<file path="src/rtl/sd_digit_emitter_if.sv">
// sd_digit_emitter_if
// Bundles the operand-load side and the signed-digit output side of the
// serial signed-digit emitter.
//   enable        : clock enable shared with the downstream consumer
//   load          : load request
//   vec_in_plus   : positive digit bits, bit unrolling-1 is the MSD
//   vec_in_minus  : negative digit bits, aligned with vec_in_plus
//   digit_select  : 2'b10 = +1, 2'b01 = -1, 2'b00 = 0
//   digit_valid   : digit_select carries an operand digit
//   last_digit    : high with the LSD
//   done          : one-cycle pulse after the LSD
//   busy          : operand in flight (delay prefix or streaming)
// master = emitter, slave = the block driving loads / consuming digits.
interface sd_digit_emitter_if #(
  parameter int unsigned unrolling = 64
);
  logic                 enable;
  logic                 load;
  logic [unrolling-1:0] vec_in_plus;
  logic [unrolling-1:0] vec_in_minus;
  logic [1:0]           digit_select;
  logic                 digit_valid;
  logic                 last_digit;
  logic                 done;
  logic                 busy;

  modport master (
    input  enable,
    input  load,
    input  vec_in_plus,
    input  vec_in_minus,
    output digit_select,
    output digit_valid,
    output last_digit,
    output done,
    output busy
  );

  modport slave (
    output enable,
    output load,
    output vec_in_plus,
    output vec_in_minus,
    input  digit_select,
    input  digit_valid,
    input  last_digit,
    input  done,
    input  busy
  );
endinterface

</file>
<file path="src/rtl/sd_digit_emitter.sv">
// sd_digit_emitter
// Captures a parallel redundant operand (plus/minus bit vectors) and streams
// it MSD-first, one signed digit per enabled cycle, after a prefix of
// online_delay zero digits.
// Ports:
//   clk        : rising-edge clock
//   asyn_reset : asynchronous active-high reset, aborts any stream
//   bus        : sd_digit_emitter_if master modport (enable, load, operand
//                vectors in; digit_select, digit_valid, last_digit, done,
//                busy out, all registered)
module sd_digit_emitter #(
  parameter int unsigned unrolling    = 64,
  parameter int unsigned online_delay = 2
) (
  input  logic               clk,
  input  logic               asyn_reset,
  sd_digit_emitter_if.master bus
);

  localparam int unsigned CNT_W = $clog2(unrolling + online_delay) + 1;
  localparam logic [CNT_W-1:0] DELAY_LAST  =
    (online_delay > 0) ? CNT_W'(online_delay - 1) : '0;
  localparam logic [CNT_W-1:0] STREAM_LAST = CNT_W'(unrolling);

  typedef enum logic [1:0] {
    IDLE,
    DELAY,
    STREAM,
    DONE
  } state_t;

  state_t               state;
  logic [unrolling-1:0] sh_plus;
  logic [unrolling-1:0] sh_minus;
  logic [CNT_W-1:0]     cnt;
  logic [CNT_W-1:0]     cnt_inc;
  logic [1:0]           digit_select_q;
  logic                 digit_valid_q;
  logic                 last_digit_q;
  logic                 done_q;
  logic                 busy_q;
  logic [1:0]           msd_reg;
  logic [1:0]           msd_in;

  // (plus, minus) -> digit_select; a 1,1 pair cancels to zero.
  function automatic logic [1:0] normalise(input logic p, input logic m);
    return {p & ~m, m & ~p};
  endfunction

  assign msd_reg = normalise(sh_plus[unrolling-1], sh_minus[unrolling-1]);
  assign msd_in  = normalise(bus.vec_in_plus[unrolling-1],
                             bus.vec_in_minus[unrolling-1]);
  assign cnt_inc = cnt + 1'b1;

  always_ff @(posedge clk or posedge asyn_reset) begin
    if (asyn_reset) begin
      state          <= IDLE;
      sh_plus        <= '0;
      sh_minus       <= '0;
      cnt            <= '0;
      digit_select_q <= '0;
      digit_valid_q  <= 1'b0;
      last_digit_q   <= 1'b0;
      done_q         <= 1'b0;
      busy_q         <= 1'b0;
    end else if (bus.enable) begin
      done_q <= 1'b0;
      case (state)
        IDLE, DONE: begin
          if (bus.load) begin
            busy_q <= 1'b1;
            if (online_delay > 0) begin
              sh_plus        <= bus.vec_in_plus;
              sh_minus       <= bus.vec_in_minus;
              cnt            <= '0;
              state          <= DELAY;
              digit_select_q <= '0;
              digit_valid_q  <= 1'b0;
              last_digit_q   <= 1'b0;
            end else begin
              // With no prefix the first digit must appear on the cycle right
              // after the load edge, so it is taken straight from the input
              // and the shift registers start one position further on.
              sh_plus        <= bus.vec_in_plus << 1;
              sh_minus       <= bus.vec_in_minus << 1;
              cnt            <= CNT_W'(1);
              state          <= STREAM;
              digit_select_q <= msd_in;
              digit_valid_q  <= 1'b1;
              last_digit_q   <= (unrolling == 1);
            end
          end else begin
            state          <= IDLE;
            busy_q         <= 1'b0;
            digit_select_q <= '0;
            digit_valid_q  <= 1'b0;
            last_digit_q   <= 1'b0;
          end
        end

        DELAY: begin
          if (cnt == DELAY_LAST) begin
            // Final prefix cycle: the first digit goes out on this edge so it
            // is visible exactly online_delay cycles after the load.
            state          <= STREAM;
            sh_plus        <= sh_plus << 1;
            sh_minus       <= sh_minus << 1;
            cnt            <= CNT_W'(1);
            digit_select_q <= msd_reg;
            digit_valid_q  <= 1'b1;
            last_digit_q   <= (unrolling == 1);
          end else begin
            cnt <= cnt_inc;
          end
        end

        STREAM: begin
          // cnt holds the number of digits already presented.
          if (cnt == STREAM_LAST) begin
            state          <= DONE;
            done_q         <= 1'b1;
            busy_q         <= 1'b0;
            digit_select_q <= '0;
            digit_valid_q  <= 1'b0;
            last_digit_q   <= 1'b0;
          end else begin
            sh_plus        <= sh_plus << 1;
            sh_minus       <= sh_minus << 1;
            cnt            <= cnt_inc;
            digit_select_q <= msd_reg;
            digit_valid_q  <= 1'b1;
            last_digit_q   <= (cnt_inc == STREAM_LAST);
          end
        end

        default: begin
          state          <= IDLE;
          busy_q         <= 1'b0;
          digit_select_q <= '0;
          digit_valid_q  <= 1'b0;
          last_digit_q   <= 1'b0;
        end
      endcase
    end
  end

  assign bus.digit_select = digit_select_q;
  assign bus.digit_valid  = digit_valid_q;
  assign bus.last_digit   = last_digit_q;
  assign bus.done         = done_q;
  assign bus.busy         = busy_q;

endmodule

</file>
<file path="src/flat_wrapper.sv">
// flat-port wrapper written by rule: the top's interface ports become plain ports
module sd_digit_emitter_flat 
#(
  parameter int unsigned unrolling    = 64,
  parameter int unsigned online_delay = 2
)
  (clk, asyn_reset, bus_enable, bus_load, bus_vec_in_plus, bus_vec_in_minus, bus_digit_select, bus_digit_valid, bus_last_digit, bus_done, bus_busy);
  sd_digit_emitter_if #(.unrolling(unrolling)) bus_i ();
  input  logic clk;
  input  logic asyn_reset;
  input wire logic [$bits(bus_i.enable)-1:0] bus_enable;
  input wire logic [$bits(bus_i.load)-1:0] bus_load;
  input wire logic [$bits(bus_i.vec_in_plus)-1:0] bus_vec_in_plus;
  input wire logic [$bits(bus_i.vec_in_minus)-1:0] bus_vec_in_minus;
  output wire logic [$bits(bus_i.digit_select)-1:0] bus_digit_select;
  output wire logic [$bits(bus_i.digit_valid)-1:0] bus_digit_valid;
  output wire logic [$bits(bus_i.last_digit)-1:0] bus_last_digit;
  output wire logic [$bits(bus_i.done)-1:0] bus_done;
  output wire logic [$bits(bus_i.busy)-1:0] bus_busy;
  assign bus_i.enable = bus_enable;
  assign bus_i.load = bus_load;
  assign bus_i.vec_in_plus = bus_vec_in_plus;
  assign bus_i.vec_in_minus = bus_vec_in_minus;
  assign bus_digit_select = bus_i.digit_select;
  assign bus_digit_valid = bus_i.digit_valid;
  assign bus_last_digit = bus_i.last_digit;
  assign bus_done = bus_i.done;
  assign bus_busy = bus_i.busy;
  sd_digit_emitter #(.unrolling(unrolling), .online_delay(online_delay)) u_core (.clk(clk), .asyn_reset(asyn_reset), .bus(bus_i));
endmodule
</file>
<file path="config.mk">
export PLATFORM = sky130hd
export DESIGN_NAME = sd_digit_emitter_flat
export DESIGN_NICKNAME = d
export VERILOG_FILES = /design/src/rtl/sd_digit_emitter_if.sv /design/src/rtl/sd_digit_emitter.sv /design/src/flat_wrapper.sv
export SDC_FILE = /design/constraint.sdc
export NUM_CORES = 1
export LEC_CHECK = 0
export CAP_MARGIN = 30
export CORE_ASPECT_RATIO = 0.6
export CORE_MARGIN = 5
export CORE_UTILIZATION = 53
export CTS_BUF_LIST = sky130_fd_sc_hd__clkbuf_16
export DETAILED_ROUTE_END_ITERATION = 7
export PLACE_DENSITY = 0.8
export SLEW_MARGIN = 0
export SYNTH_ARGS = -nofsm -noshare
export SYNTH_HDL_FRONTEND = slang
export SYNTH_SLANG_ARGS = --single-unit
</file>
<file path="constraint.sdc">
create_clock -name clk -period 6.4 [get_ports clk]
set_input_delay 1.28 -clock clk [delete_from_list [all_inputs] [get_ports clk]]
set_output_delay 1.28 -clock clk [all_outputs]
set_load 0.1 [all_outputs]
</file>
==> summary.md <==
| Metric | Value |
|---|---|
| Asr flop ratio synth | `100%` |
| Leakage | `4.38 nW` |
| Post-synth EDFFs | `0` |
| Area delta synth->final | `25.2%` |
| Yosys top cell area share | `46.2%` |
| Critical path origin | `u_core.bus.last_digit` |
| Final #Nets | `786` |
| Worst r2r src | `u_core.state[0]` |
| Synth cell types | `46` |
| Critical path type | `reg2out` |
| WL/cell | `18.5 µm` |
| Cell taking the most area after synthesis | `dfrtp_1` |
| MaxCap Viol Count | `0` |
| Layout Skew | `13.7 ps` |
| Pin count of the biggest net entering global routing | `90` |
| CP required | `5120 ps` |
| Comb power frac | `52.3%` |
| Starting Density | `53.9%` |
| Synthesized area per cell | `15.0 µm²` |
| First-pass GRT wire length | `26700 µm` |
| DR pass1 iterations | `4` |
| Power Total | `5.47 mW` |
| All-Layer GR Usage | `18.8%` |
| Most common cell in the netlist | `mux2_2` |
| IO Count | `138` |
| Yosys reg bits | `144` |
| HP Class | `reg2reg` |
| Unrepaired setup endpoints after global routing | `no` |
| Int Power | `3.74 mW` |
| Final worst hold slack | `502 ps` |
| Total Negative Setup Slacks | `0 ps` |
| CTS tree | `built` |
| Clock power frac | `18.0%` |
| Crit path capture type | `output pin` |
| Vias in the first global route | `5108` |
| Cell family with most CP delay | `buffers and inverters` |
| Final instance area | `9760 µm²` |
| Switching power | `1.73 mW` |
| Startpoint types | `flip-flop` |
| Ant diodes | `0` |
| CP arrival | `1920 ps` |
| Placed cells | `828` |
| Top post-synthesis cells by count | `151 x mux2_2, 144 x dfrtp_1, 100 x mux2_4, 12 x clkbuf_1, 11 x inv_1` |
| Area contributors post-synth | `dfrtp_1 46%, mux2_2 22%, mux2_4 19%` |
| Total Wirelength | `15900 µm` |
| Worst setup margin | `3200 ps` |
| Pwr dens | `560 nW/µm²` |
| DIE AREA | `17300 µm²` |
| PortBufs | `137` |
| Clk_lat worst skew | `410 ps` |
| Post-CTS Hold Buffers | `0` |
| Tcrit/Tclk final | `50.0%` |
| Final setup vio count | `0` |
| DRC viols | `0` |
| Post-CTS sizing | `0` |
| Worst slew pin tran | `972 ps` |
| Crit path cell chain | `clkdlybuf4s50_1` |
| DP Wirelength | `10600 µm` |
| Min cycle time layout | `3200 ps` |
| Cells after Synth | `520` |
| Place WS | `3000 ps` |
| Share of layout cells above drive strength 1 | `44.6%` |
| Slowest cell on the critical path | `clkdlybuf4s50_1` |
| Hold_sp | `u_core.sh_plus[57]` |
| Final Hold Fails | `0` |
| Post-synthesis instance area | `7800 µm²` |
| Fillers | `1012` |
| Syn nets | `657` |
| Status | `finished, final reports clean` |
| Final slew viol count | `0` |
| Initial drt markers | `249` |
| Placed Area | `9180 µm²` |
| Placer Congestion | `0.868` |
| Total grt overflow | `0` |
| Antenna violations before repair | `0` |
| Slew headroom | `35.0%` |
| CTS Buf Count | `17` |
| CP max FO | `2` |
| CTS HTree Levels | `4` |
| Die Wd | `167 µm` |
| Final non-filler cell total | `860` |
| Die H | `104 µm` |
| Crit path buffers/inverters | `1` |
| Net Sw Frac | `31.6%` |
| CTS sink cnt | `144` |
| Peak VDD IR | `357 µV` |
| Largest stage delay on the critical path | `1140 ps` |
| Max Clock Freq | `312 MHz` |
| Top FF cell, synth | `dfrtp_1` |
| Row Count | `34` |
| Part of the power in registers | `29.7%` |
| DR vias | `4557` |
| Core area | `14500 µm²` |
| Antenna Nets Post-Route | `0` |
| Setup Buffers After CTS | `0` |
| Seq/Total Area, Yosys | `46.2%` |
| Vias per cell | `5.30` |
| Yosys warns | `0` |
| Core Util, Final | `67.5%` |
| CTS Buffer Depth | `2` |
| Clock transition at path regs | `60 ps` |
| CTS Root Cell | `clkbuf_16` |
-- power by group through the flow --
stage               Combinational, mW  Sequential (mW)  Clock [mW]
CTS                              2.89             1.63       0.998
detailed placement               2.86             1.63           0
global route                     3.08             1.68        1.04
global placement                 2.76             1.61           0
floorplan                        2.50             1.61           0
finish                           2.86             1.63       0.982
-- registers in the layout (all words and copies together), names as in the netlist --
register	flops
u_core.bus.busy	1
u_core.bus.digit_select	2
u_core.bus.digit_valid	1
u_core.bus.done	1
u_core.bus.last_digit	1
u_core.cnt	8
u_core.sh_minus	64
u_core.sh_plus	64
u_core.state	2
-- logic make-up after synthesis --
group	after synthesis	synth area share (%)
mux	255	41.6
flops	144	46.2
buf+inv	43	4.67
simple gates	42	3.61
compound gates	30	3.00
fa+ha+maj	5	0.802
xor+xnor	1	0.112
-- layout make-up --
type,instances,area [µm²],share of cell area [%]
Multi-Input combinational cell,333,3840,39.3
Sequential cell,144,3600,36.9
Timing Repair Buffer,142,1440,14.8
Clock buffer,17,425,4.36
Tap cell,198,248,2.54
Clock inverter,15,159,1.63
Inverter,11,46.3,0.474
-- path summary, 6_finish.rpt --
path / slack, ps / endpoint / cells past startpoint
setup / recovery: 3200 / bus_last_digit / 1
hold / removal: 500 / u_core.sh_plus[57] / 1
setup reg to reg: 3270 / u_core.cnt[6] / 7
hold reg to reg: 500 / u_core.sh_plus[57] / 1
max in group asynchronous: 3770 / u_core.sh_minus[46] / 3
min in group asynchronous: 1400 / u_core.sh_minus[41] / 2
-- cell usage in the layout, fill, tap and decap left out, drive strengths merged, types with 4 or more instances in the layout --
cell type,synthesis,layout
mux2,251,251
dfrtp,144,144
clkdlybuf4s50,0,137
clkbuf,13,17
inv,11,17
nand3,8,8
nand2,7,7
and3,6,6
a22o,5,5
nor3,5,5
ha,5,5
clkinv,0,5
buf,19,5
o21ai,4,4
a31oi,4,4
mux2i,4,4
a211o,4,4
-- routing by layer --
| layer | track usage, % | vias to the layer above | routed length (µm) |
|---|---|---|---|
| met2 | 27.5 | 115 | 6880 |
| li1 | - | 2155 | - |
| met1 | 27.2 | 2277 | 7950 |
| met3 | 6.80 | 10 | 1000 |
| met4 | 3.44 | 0 | 82 |
| met5 | 0 | - | 0 |
Power figures use the tool's default switching activity.
